<file path="config.mk">
export PLATFORM = sky130hd
export DESIGN_NAME = ahb_ext_decoder_mux
export DESIGN_NICKNAME = d
export VERILOG_FILES = /design/src/rtl/ahb_ext_pkg.sv /design/src/rtl/ahb_default_slave.sv /design/src/rtl/ahb_ext_decoder_mux.sv
export SDC_FILE = /design/constraint.sdc
export NUM_CORES = 1
export LEC_CHECK = 0
export CORE_AREA = 2 2 85 87
export DETAILED_ROUTE_END_ITERATION = 8
export DIE_AREA = 0 0 87 89
export GPL_TIMING_DRIVEN = 0
export PLACE_DENSITY = 0.78
export REMOVE_ABC_BUFFERS = 1
export SLEW_MARGIN = 20
export SYNTH_ARGS = -nofsm -noshare
export SYNTH_HDL_FRONTEND = slang
export SYNTH_SLANG_ARGS = --single-unit
</file>
<file path="constraint.sdc">
create_clock -name AHB_HCLK -period 2.3 [get_ports AHB_HCLK]
set_input_delay 0.46 -clock AHB_HCLK [delete_from_list [all_inputs] [get_ports AHB_HCLK]]
set_output_delay 0.46 -clock AHB_HCLK [all_outputs]
set_load 0.02 [all_outputs]
</file>
<file path="src/rtl/ahb_ext_pkg.sv">
// Shared AHB extension-bus codes, slot-field position and default-slave state type.
// Latency: n/a (declarations only).
// Backpressure: n/a.
package ahb_ext_pkg;

  // HTRANS transfer types
  localparam logic [1:0] HTRANS_IDLE   = 2'b00;
  localparam logic [1:0] HTRANS_BUSY   = 2'b01;
  localparam logic [1:0] HTRANS_NONSEQ = 2'b10;
  localparam logic [1:0] HTRANS_SEQ    = 2'b11;

  // HRESP codes
  localparam logic [1:0] HRESP_OKAY  = 2'b00;
  localparam logic [1:0] HRESP_ERROR = 2'b01;

  // Slave slot number lives in HADDR[19:16]
  localparam int SLOT_LSB = 16;
  localparam int SLOT_MSB = 19;
  localparam int SLOT_W   = SLOT_MSB - SLOT_LSB + 1;

  // Built-in default slave states
  typedef enum logic [1:0] {
    DS_IDLE = 2'b00,
    DS_ERR1 = 2'b01,
    DS_ERR2 = 2'b10
  } ds_state_t;

  // NONSEQ and SEQ are the only transfer types that demand a real response
  function automatic logic htrans_active(input logic [1:0] htrans);
    return (htrans == HTRANS_NONSEQ) || (htrans == HTRANS_SEQ);
  endfunction

endpackage

</file>
<file path="src/rtl/ahb_default_slave.sv">
// Default slave: answers unmapped active transfers (and, with AHB_DEC_TIMEOUT_EN, hung slaves) with a two-cycle ERROR.
// Latency: ERROR occupies exactly two data-phase cycles (HREADY low, then high), outputs registered.
// Backpressure: holds the bus with hready_o=0 during ERR1; relies on the bus HREADY qualifying err_cap_i.
module ahb_default_slave
  import ahb_ext_pkg::*;
#(
  parameter int TIMEOUT_CYC = 255
) (
  input  logic       AHB_HCLK,
  input  logic       AHB_HRESETn,
  input  logic       err_cap_i,
`ifdef AHB_DEC_TIMEOUT_EN
  input  logic       slv_wait_i,
  output logic       timeout_o,
`endif
  output logic       busy_o,
  output logic       hready_o,
  output logic [1:0] hresp_o
);

  if (TIMEOUT_CYC < 1 || TIMEOUT_CYC > 65535) begin : g_cfg_err
    $error("ahb_default_slave: TIMEOUT_CYC must be 1..65535");
  end

  ds_state_t state_q;
  logic      to_fire;

`ifdef AHB_DEC_TIMEOUT_EN
  localparam int CW_RAW = $clog2(TIMEOUT_CYC + 1);
  localparam int CW     = (CW_RAW < 8) ? 8 : ((CW_RAW > 16) ? 16 : CW_RAW);
  localparam logic [CW-1:0] CNT_LIM = CW'(TIMEOUT_CYC - 1);

  logic [CW-1:0] cnt_q;
  logic [CW-1:0] cnt_d;

  // The limit fires on the edge that would bring the count to TIMEOUT_CYC
  assign timeout_o = slv_wait_i && (cnt_q == CNT_LIM) && (state_q == DS_IDLE);
  assign to_fire   = timeout_o;

  // Count consecutive slave wait cycles; any ready cycle or a timeout restarts it
  always_comb begin
    cnt_d = '0;
    if (slv_wait_i && !timeout_o) begin
      cnt_d = cnt_q + CW'(1);
    end
  end

  // Wait counter register
  always_ff @(posedge AHB_HCLK or negedge AHB_HRESETn) begin
    if (!AHB_HRESETn) begin
      cnt_q <= '0;
    end else begin
      cnt_q <= cnt_d;
    end
  end
`else
  assign to_fire = 1'b0;
`endif

  // ERROR sequencer with registered response outputs
  always_ff @(posedge AHB_HCLK or negedge AHB_HRESETn) begin
    if (!AHB_HRESETn) begin
      state_q  <= DS_IDLE;
      busy_o   <= 1'b0;
      hready_o <= 1'b1;
      hresp_o  <= HRESP_OKAY;
    end else begin
      case (state_q)
        DS_IDLE: begin
          if (err_cap_i || to_fire) begin
            state_q  <= DS_ERR1;
            busy_o   <= 1'b1;
            hready_o <= 1'b0;
            hresp_o  <= HRESP_ERROR;
          end
        end
        DS_ERR1: begin
          state_q  <= DS_ERR2;
          busy_o   <= 1'b1;
          hready_o <= 1'b1;
          hresp_o  <= HRESP_ERROR;
        end
        DS_ERR2: begin
          // A new unmapped transfer accepted on the final ERROR cycle chains straight into ERR1
          if (err_cap_i) begin
            state_q  <= DS_ERR1;
            busy_o   <= 1'b1;
            hready_o <= 1'b0;
            hresp_o  <= HRESP_ERROR;
          end else begin
            state_q  <= DS_IDLE;
            busy_o   <= 1'b0;
            hready_o <= 1'b1;
            hresp_o  <= HRESP_OKAY;
          end
        end
        default: begin
          state_q  <= DS_IDLE;
          busy_o   <= 1'b0;
          hready_o <= 1'b1;
          hresp_o  <= HRESP_OKAY;
        end
      endcase
    end
  end

endmodule

</file>
<file path="src/rtl/ahb_ext_decoder_mux.sv">
// AHB extension-bus address decoder + response mux with built-in default slave; optional hung-slave timeout under AHB_DEC_TIMEOUT_EN.
// Latency: zero added cycles on mapped transfers; unmapped active transfers take exactly two data-phase cycles.
// Backpressure: M_HREADY follows the data-phase owner's HREADYOUT and is broadcast to slaves as S_HREADY.
module ahb_ext_decoder_mux
  import ahb_ext_pkg::*;
#(
  parameter int SLV_NUM     = 4,
  parameter int TIMEOUT_CYC = 255
) (
  input  logic                    AHB_HCLK,
  input  logic                    AHB_HRESETn,
  input  logic                    M_HSEL,
  input  logic [31:0]             M_HADDR,
  input  logic [1:0]              M_HTRANS,
  output logic [31:0]             M_HRDATA,
  output logic                    M_HREADY,
  output logic [1:0]              M_HRESP,
  output logic [SLV_NUM-1:0]      S_HSEL,
  output logic                    S_HREADY,
  input  logic [32*SLV_NUM-1:0]   S_HRDATA,
  input  logic [SLV_NUM-1:0]      S_HREADYOUT,
  input  logic [2*SLV_NUM-1:0]    S_HRESP
);

  if (SLV_NUM < 1 || SLV_NUM > 15) begin : g_cfg_err
    $error("ahb_ext_decoder_mux: SLV_NUM must be 1..15");
  end

  localparam logic [SLOT_W:0] SLV_NUM_L = (SLOT_W + 1)'(SLV_NUM);

  // Address phase
  logic [SLOT_W-1:0] a_slot;
  logic              a_map;
  logic              a_act;
  logic              err_cap;

  // Data-phase owner
  logic [SLOT_W-1:0] d_slot_q, d_slot_d;
  logic              d_map_q,  d_map_d;
  logic              d_act_q,  d_act_d;

  // Selected slave response
  logic [31:0]       sel_rdata;
  logic              sel_rdy;
  logic [1:0]        sel_resp;

  // Default slave
  logic              ds_busy;
  logic              ds_hready;
  logic [1:0]        ds_hresp;
  logic              ds_timeout;

  logic              unused_addr;

  assign a_slot      = M_HADDR[SLOT_MSB:SLOT_LSB];
  assign a_map       = ({1'b0, a_slot} < SLV_NUM_L);
  assign a_act       = M_HSEL & htrans_active(M_HTRANS);
  assign unused_addr = ^{M_HADDR[31:SLOT_MSB+1], M_HADDR[SLOT_LSB-1:0]};

  // Only an accepted active transfer to an empty slot starts the default slave
  assign err_cap     = M_HREADY & a_act & ~a_map;

  assign S_HREADY    = M_HREADY;

  // One-hot slave select straight from the master address; unmapped slots select nobody
  always_comb begin
    S_HSEL = '0;
    for (int k = 0; k < SLV_NUM; k++) begin
      if (M_HSEL && (a_slot == SLOT_W'(k))) begin
        S_HSEL[k] = 1'b1;
      end
    end
  end

  // Pick the response of the slot that owns the current data phase
  always_comb begin
    sel_rdata = '0;
    sel_rdy   = 1'b1;
    sel_resp  = HRESP_OKAY;
    for (int k = 0; k < SLV_NUM; k++) begin
      if (d_slot_q == SLOT_W'(k)) begin
        sel_rdata = S_HRDATA[32*k +: 32];
        sel_rdy   = S_HREADYOUT[k];
        sel_resp  = S_HRESP[2*k +: 2];
      end
    end
  end

  // Response to the master: default slave first, then a mapped owner, else an idle OKAY
  always_comb begin
    M_HRDATA = '0;
    M_HREADY = 1'b1;
    M_HRESP  = HRESP_OKAY;
    if (ds_busy) begin
      M_HREADY = ds_hready;
      M_HRESP  = ds_hresp;
    end else if (d_act_q && d_map_q) begin
      M_HRDATA = sel_rdata;
      M_HREADY = sel_rdy;
      M_HRESP  = sel_resp;
    end
  end

  // Advance the data-phase owner only when the bus is ready; a timeout drops the hung owner
  always_comb begin
    d_slot_d = d_slot_q;
    d_map_d  = d_map_q;
    d_act_d  = d_act_q;
    if (M_HREADY) begin
      d_slot_d = a_slot;
      d_map_d  = a_map;
      d_act_d  = a_act;
    end else if (ds_timeout) begin
      d_act_d  = 1'b0;
    end
  end

  // Data-phase owner register
  always_ff @(posedge AHB_HCLK or negedge AHB_HRESETn) begin
    if (!AHB_HRESETn) begin
      d_slot_q <= '0;
      d_map_q  <= 1'b0;
      d_act_q  <= 1'b0;
    end else begin
      d_slot_q <= d_slot_d;
      d_map_q  <= d_map_d;
      d_act_q  <= d_act_d;
    end
  end

`ifdef AHB_DEC_TIMEOUT_EN
  logic slv_wait;
  assign slv_wait = d_act_q & d_map_q & ~sel_rdy;

  ahb_default_slave #(
    .TIMEOUT_CYC (TIMEOUT_CYC)
  ) u_default_slave (
    .AHB_HCLK    (AHB_HCLK),
    .AHB_HRESETn (AHB_HRESETn),
    .err_cap_i   (err_cap),
    .slv_wait_i  (slv_wait),
    .timeout_o   (ds_timeout),
    .busy_o      (ds_busy),
    .hready_o    (ds_hready),
    .hresp_o     (ds_hresp)
  );
`else
  assign ds_timeout = 1'b0;

  ahb_default_slave #(
    .TIMEOUT_CYC (TIMEOUT_CYC)
  ) u_default_slave (
    .AHB_HCLK    (AHB_HCLK),
    .AHB_HRESETn (AHB_HRESETn),
    .err_cap_i   (err_cap),
    .busy_o      (ds_busy),
    .hready_o    (ds_hready),
    .hresp_o     (ds_hresp)
  );
`endif

endmodule

</file>
# == Yosys cells after proc, flatten, opt, wreduce, memory -nomap -nowiden ==
# Cells that the tools add are included.
# word_totals
inputBits,177
latch_bits,0
ram_bits,0
wordCells,64
ff_bits,12
mem_bits_ro,0
memories,0
# classes
add_sub_neg,0
eq_ne,11
n_div,0
n_shift,0
bitwise_logic,4
mux,32
multipliers,0
n_lt_le_gt_ge,1
n_reduce_logical,9
# op_table
op,count
32-bit 2-to-1 mux,6
4-bit by 2-bit equality test with 1-bit output (second input constant),4
1-bit 2-to-1 mux,15
2-bit 2-to-1 mux,7
2-bit case mux with 3 select lines,2
4-bit by 1-bit equality test with 1-bit output (second input constant),2
4-bit zero test,2
2-bit equality test (second input constant),3
1-bit logical AND,5
4-bit by 3-bit < comparator with 1-bit output (second input constant),1
1-bit bitwise AND,3
1-bit case mux with 3 select lines,1
2-bit by 1-bit equality test with 1-bit output (second input constant),1
2-bit zero test,1
2-bit inequality test (second input constant),1
1-bit case mux with 2 select lines,1
1-bit logical OR,1
1-bit inverter,1

# == Logic depth before layout (Yosys ltp) ==
# depth
depth_word,11
depth_mapped,6
ltp_nobuf,4

# == Modules after synthesis ==
# A second synthesis with hierarchy kept.
# unflattened
hier_cells,174
hier_area_um2,1656.6
# modules_own_cells
mod,instances,area_per_inst_um2,seq_area_each_um2,cells_per_inst
ahb_ext_decoder_mux,1,1498.9,150.1,161
ahb_default_slave,1,157.7,101.3,13

# == Least setup slack after synthesis ==
# OpenSTA, ideal clock, no wires.
# synth_timing
path_kind,reg2out
start,reg d_slot_q[0]
end,out M_HRDATA[10]
n_path_buf,2
slack_ns,0.159
t_required_ns,1.840
arrival_ns,1.681
path_stages_with_launch,7
path_cell_list,dfrtp_1 > buf_2 > nor3_2 > clkbuf_1 > a22o_1 > a22oi_1 > a21oi_1
# synth_between
elab_chain_cells,7
elab_cells_between_ends,10
# synth_rtl
item,line,source
from (decl),ahb_ext_decoder_mux.sv:38,"logic [SLOT_W-1:0] d_slot_q, d_slot_d;"
from (signal assigned),ahb_ext_decoder_mux.sv:125,d_slot_q <= d_slot_d;
4-bit zero test,ahb_ext_decoder_mux.sv:81,if (d_slot_q == SLOT_W'(k)) begin
32-bit 2-to-1 mux (3 in series),ahb_ext_decoder_mux.sv:81,
32-bit 2-to-1 mux *,ahb_ext_decoder_mux.sv:81,
32-bit 2-to-1 mux *,ahb_ext_decoder_mux.sv:97,end else if (d_act_q && d_map_q) begin
32-bit 2-to-1 mux *,ahb_ext_decoder_mux.sv:94,if (ds_busy) begin
to (decl),ahb_ext_decoder_mux.sv:15,"output logic [31:0] M_HRDATA,"
# Every way passes the cells marked *; elsewhere a longest branch is shown, timed or not.

# == Worst setup path after layout ==
# layout_timing
start,reg d_slot_q[3]
end,out M_HRDATA[20]
# The elaborated chain is that of the path after synthesis.

==> flow_summary_export.csv <==
group,metric,value,unit
clock_network,cts-root-buf,"clkbuf_8",
route,vias,2816,
grt,grt_pass1_vias,2766,
setup_path,worstPathRequired,1.84,ns
grt,grt_overflow,0,
yosys,avgSynthCellArea,7.26,um2
power_and_ir_drop,p_sw,0.000141,W
placed_design,pre_cts_slack,-1.11,ns
grt,grt.total_usage,0.239,
route,drtPass1Iterations,4,
clock_network,cts_tree,"built",
run_status,status,"finished with violations",
setup_path,cpMostUsedCell,"buf_4",
yosys,synth-seq-cells,10,
floorplanning,initial_core_util,0.231,
setup_path,cp_max_fo,17,
route,post-route-drc-count,0,
yosys,ys_top_cells_by_area,"a22o_1, a22oi_1, dfrtp_1",
setup_path,path_cells,"buf_8 > nor3_4 > buf_4 > nand2_8 > a22oi_1 > a21oi_1 > buf_4",
final_layout,area_growth,166,%
timing,layout_setup_ws,-0.216,ns
timing,finClkSkew,0.00236,ns
power_and_ir_drop,swShare,0.195,
timing,post-route-period-util,1.09,
power_and_ir_drop,clock_power_share,0.313,
clock_network,numCtsBuffers,3,
yosys,ys_seq_area_frac,0.162,
final_layout,antenna_cells,0,
timing,hold_violations,0,
clock_network,hold_buffers,0,
timing,rsz0062_at_grt,"yes",
yosys,netlist_instances,214,
setup_path,cp-start-kind,"register",
floorplanning,die_h,89,um
power_and_ir_drop,power.total,0.000722,W
power_and_ir_drop,p_leak,1.74,nW
yosys,ys_types,40,
floorplanning,dieWidth,87,um
yosys,netlist_area,0.00155,mm2
power_and_ir_drop,p_comb_frac,0.443,
grt,grt_pass1_wl,14500,um
yosys,synth.top_cell.area_share,0.175,
grt,antenna_found_initial,0,
worst_hold_path,hold_class,"reg2reg",
power_and_ir_drop,internal_power,0.000582,W
timing,tightest_slew,0.432,ns
setup_path,critPathCaptureType,"primary output",
clock_network,h-tree-depth,1,
final_layout,drive_gt1_frac,0.276,
route,viasPerCell,5.47,
setup_path,crit_path_max_incr_delay,0.43,ns
run_status,violations,"negative setup slack",
grt,grt_max_degree,20,
timing,drv_slew,0,
timing,fmax,397,MHz
route,post_drt_wl_per_cell,21.0,um
floorplanning,ioPinCount,217,
yosys,yosys_warnings,0,
clock_network,clockBufferDepth,2,
route,drtAntennaViolNets,0,
setup_path,crit_type,"reg2out",
flow_run,maxCapViolations,0,
clock_network,path_clk_slew,0.05,ns
timing,min_period,2.52,ns
timing,slew_headroom,0.709,
timing,setup_viol,33,
floorplanning,coreArea,0.00672,mm2
floorplanning,rows,30,
setup_path,slowest_stage,"dfrtp_2",
final_layout,finish.utilization,0.615,
setup_path,arrival,2.06,ns
yosys,yosysTopAreaCell,"a22o_1",
placed_design,gp_congestion,0.780,
clock_network,clk_latency,0.25,ns
power_and_ir_drop,power_density,175,mW/mm2
floorplanning,die_area,0.00774,mm2
final_layout,nets,613,
clock_network,cts.sinks,10,
route,drt_iter0_drc,180,
power_and_ir_drop,p_seq_frac,0.244,
route,routed_wl,10800,um
power_and_ir_drop,peakVddDrop,0.406,mV
placed_design,hpwl,6080,um
placed_design,port_buffers,187,
==> synth_stat cells (all sizes together) <==
| cell | count |
|---|---|
| nor4 | 2 |
| nor4b | 1 |
| and3b | 1 |
| o21ai | 32 |
| buf | 9 |
| nor4bb | 1 |
| nor3b | 2 |
| o31a | 1 |
| clkbuf | 17 |
| nand3 | 1 |
| a211oi | 2 |
| mux2i | 1 |
| a21oi | 30 |
| and2 | 4 |
| o22ai | 1 |
| o2111ai | 1 |
| a32o | 1 |
| inv | 3 |
| nand2 | 6 |
| a22oi | 30 |
| a22o | 31 |
| dfstp | 1 |
| nor2 | 11 |
| nor2b | 1 |
| a31oi | 1 |
| mux2 | 7 |
| or3 | 1 |
| o211ai | 1 |
| nor3 | 2 |
| dfrtp | 9 |
| o32ai | 1 |
| and3 | 1 |
| o31ai | 1 |
==> layout make-up <==
class	instances	area [um2]
clock buffers	4	55.1
multi-input cells	182	1410
repair buffers	236	2310
well taps	80	100
inverters	3	11.3
fillers	563	2580
flip-flops and latches	10	256
==> placed cells by master (no fill, tap or decap), types with 4 or more instances in the layout <==
cell,synthesis,routed
a21oi_1,30,28
a22o_1,31,31
a22oi_1,30,25
a22oi_2,0,5
and2_1,4,4
buf_12,0,7
buf_2,6,9
buf_4,1,52
buf_6,0,9
buf_8,0,4
clkbuf_8,0,4
clkdlybuf4s50_1,0,147
dfrtp_1,9,5
dfrtp_2,0,4
dlygate4sd2_1,0,4
mux2_1,6,6
nand2_1,6,5
nand3_4,0,4
nor2_1,11,10
o21ai_0,26,23
o21ai_1,6,9
==> worst max-delay path, delay by kind of cell (launching register included) <==
family	cells	cell delay, ns
AO/OA/AOI/OAI	2	0.38
buffers and inverters	3	0.60
flip-flops	1	0.43
AND/OR/NAND/NOR	2	0.41
==> what timing repair did <==
| action | CTS | global route |
|---|---|---|
| resized for setup | 207 | 22 |
| setup buffers | 37 | 5 |
| setup endpoints to repair | 49 | 35 |
| cloned | 5 | 6 |
| pin swaps | 20 | 24 |
| endpoints found under the hold margin | 0 | 0 |
==> kinds of logic after synthesis <==
kind of cell    share of synthesized area
buf+inv                            0.0773
compound gates                      0.579
flops                               0.162
mux                                0.0572
simple gates                        0.125
==> routing by layer <==
layer	vias to the layer above	routed length (um)	share of wire	global-route usage
li1	1311	-	-	-
met1	1352	3940	0.36	0.275
met2	142	5770	0.53	0.446
met3	11	973	0.090	0.0480
met4	0	129	0.012	0.0682
met5	-	0	0	0
==> through the flow <==
| stage | setup TNS, ns | cells | instance area [um2] | hold WS [ns] |
|---|---|---|---|---|
| 2_1_floorplan | -33.22 | 188 | 1450 | 0.164 |
| 3_3_place_gp | -116.55 | 455 | 3420 | 0.441 |
| 3_5_place_dp | -39.29 | 460 | 3510 | 0.460 |
| 4_1_cts | -0.898 | 505 | 3970 | 0.466 |
| 5_1_grt | -5.23 | 515 | 4130 | 0.490 |
| 6_report | -3.01 | 515 | 4130 | 0.462 |
==> path summary, 6_finish.rpt <==
path | to | cells after the start | slack [ns] | start
min reg2reg | u_default_slave.state_q[1]$_DFFE_PN0P_ | 1 | 0.46 | u_default_slave.state_q[1]$_DFFE_PN0P_
max | M_HRDATA[20] | 7 | -0.22 | d_slot_q[3]$_DFFE_PN0P_
min in group asynchronous | d_act_q$_DFFE_PN0P_ | 1 | 0.53 | AHB_HRESETn
max reg2reg | d_slot_q[2]$_DFFE_PN0P_ | 7 | 0.35 | d_slot_q[3]$_DFFE_PN0P_
max in group asynchronous | u_default_slave.hready_o$_DFFE_PN1P_ | 1 | 1.44 | AHB_HRESETn
min | u_default_slave.state_q[1]$_DFFE_PN0P_ | 1 | 0.46 | u_default_slave.state_q[1]$_DFFE_PN0P_
==> flip-flops by register name (all words and copies together) (netlist names) <==
register and cells:
d_slot_q 4, d_act_q 1, u_default_slave.hresp_o 1, u_default_slave.hready_o 1, u_default_slave.state_q 2, d_map_q 1
==> power groups by stage <==
stage | clock network (W) | logic (W) | registers [W]
2_1_floorplan | 0 | 0.0000504 | 0.000179
3_3_place_gp | 0 | 0.000306 | 0.000179
3_5_place_dp | 0 | 0.000311 | 0.000179
4_1_cts | 0.000229 | 0.000313 | 0.000176
5_1_grt | 0.000233 | 0.000338 | 0.000176
6_report | 0.000226 | 0.000320 | 0.000176
Note: power is estimated with default switching activity, not from simulation.
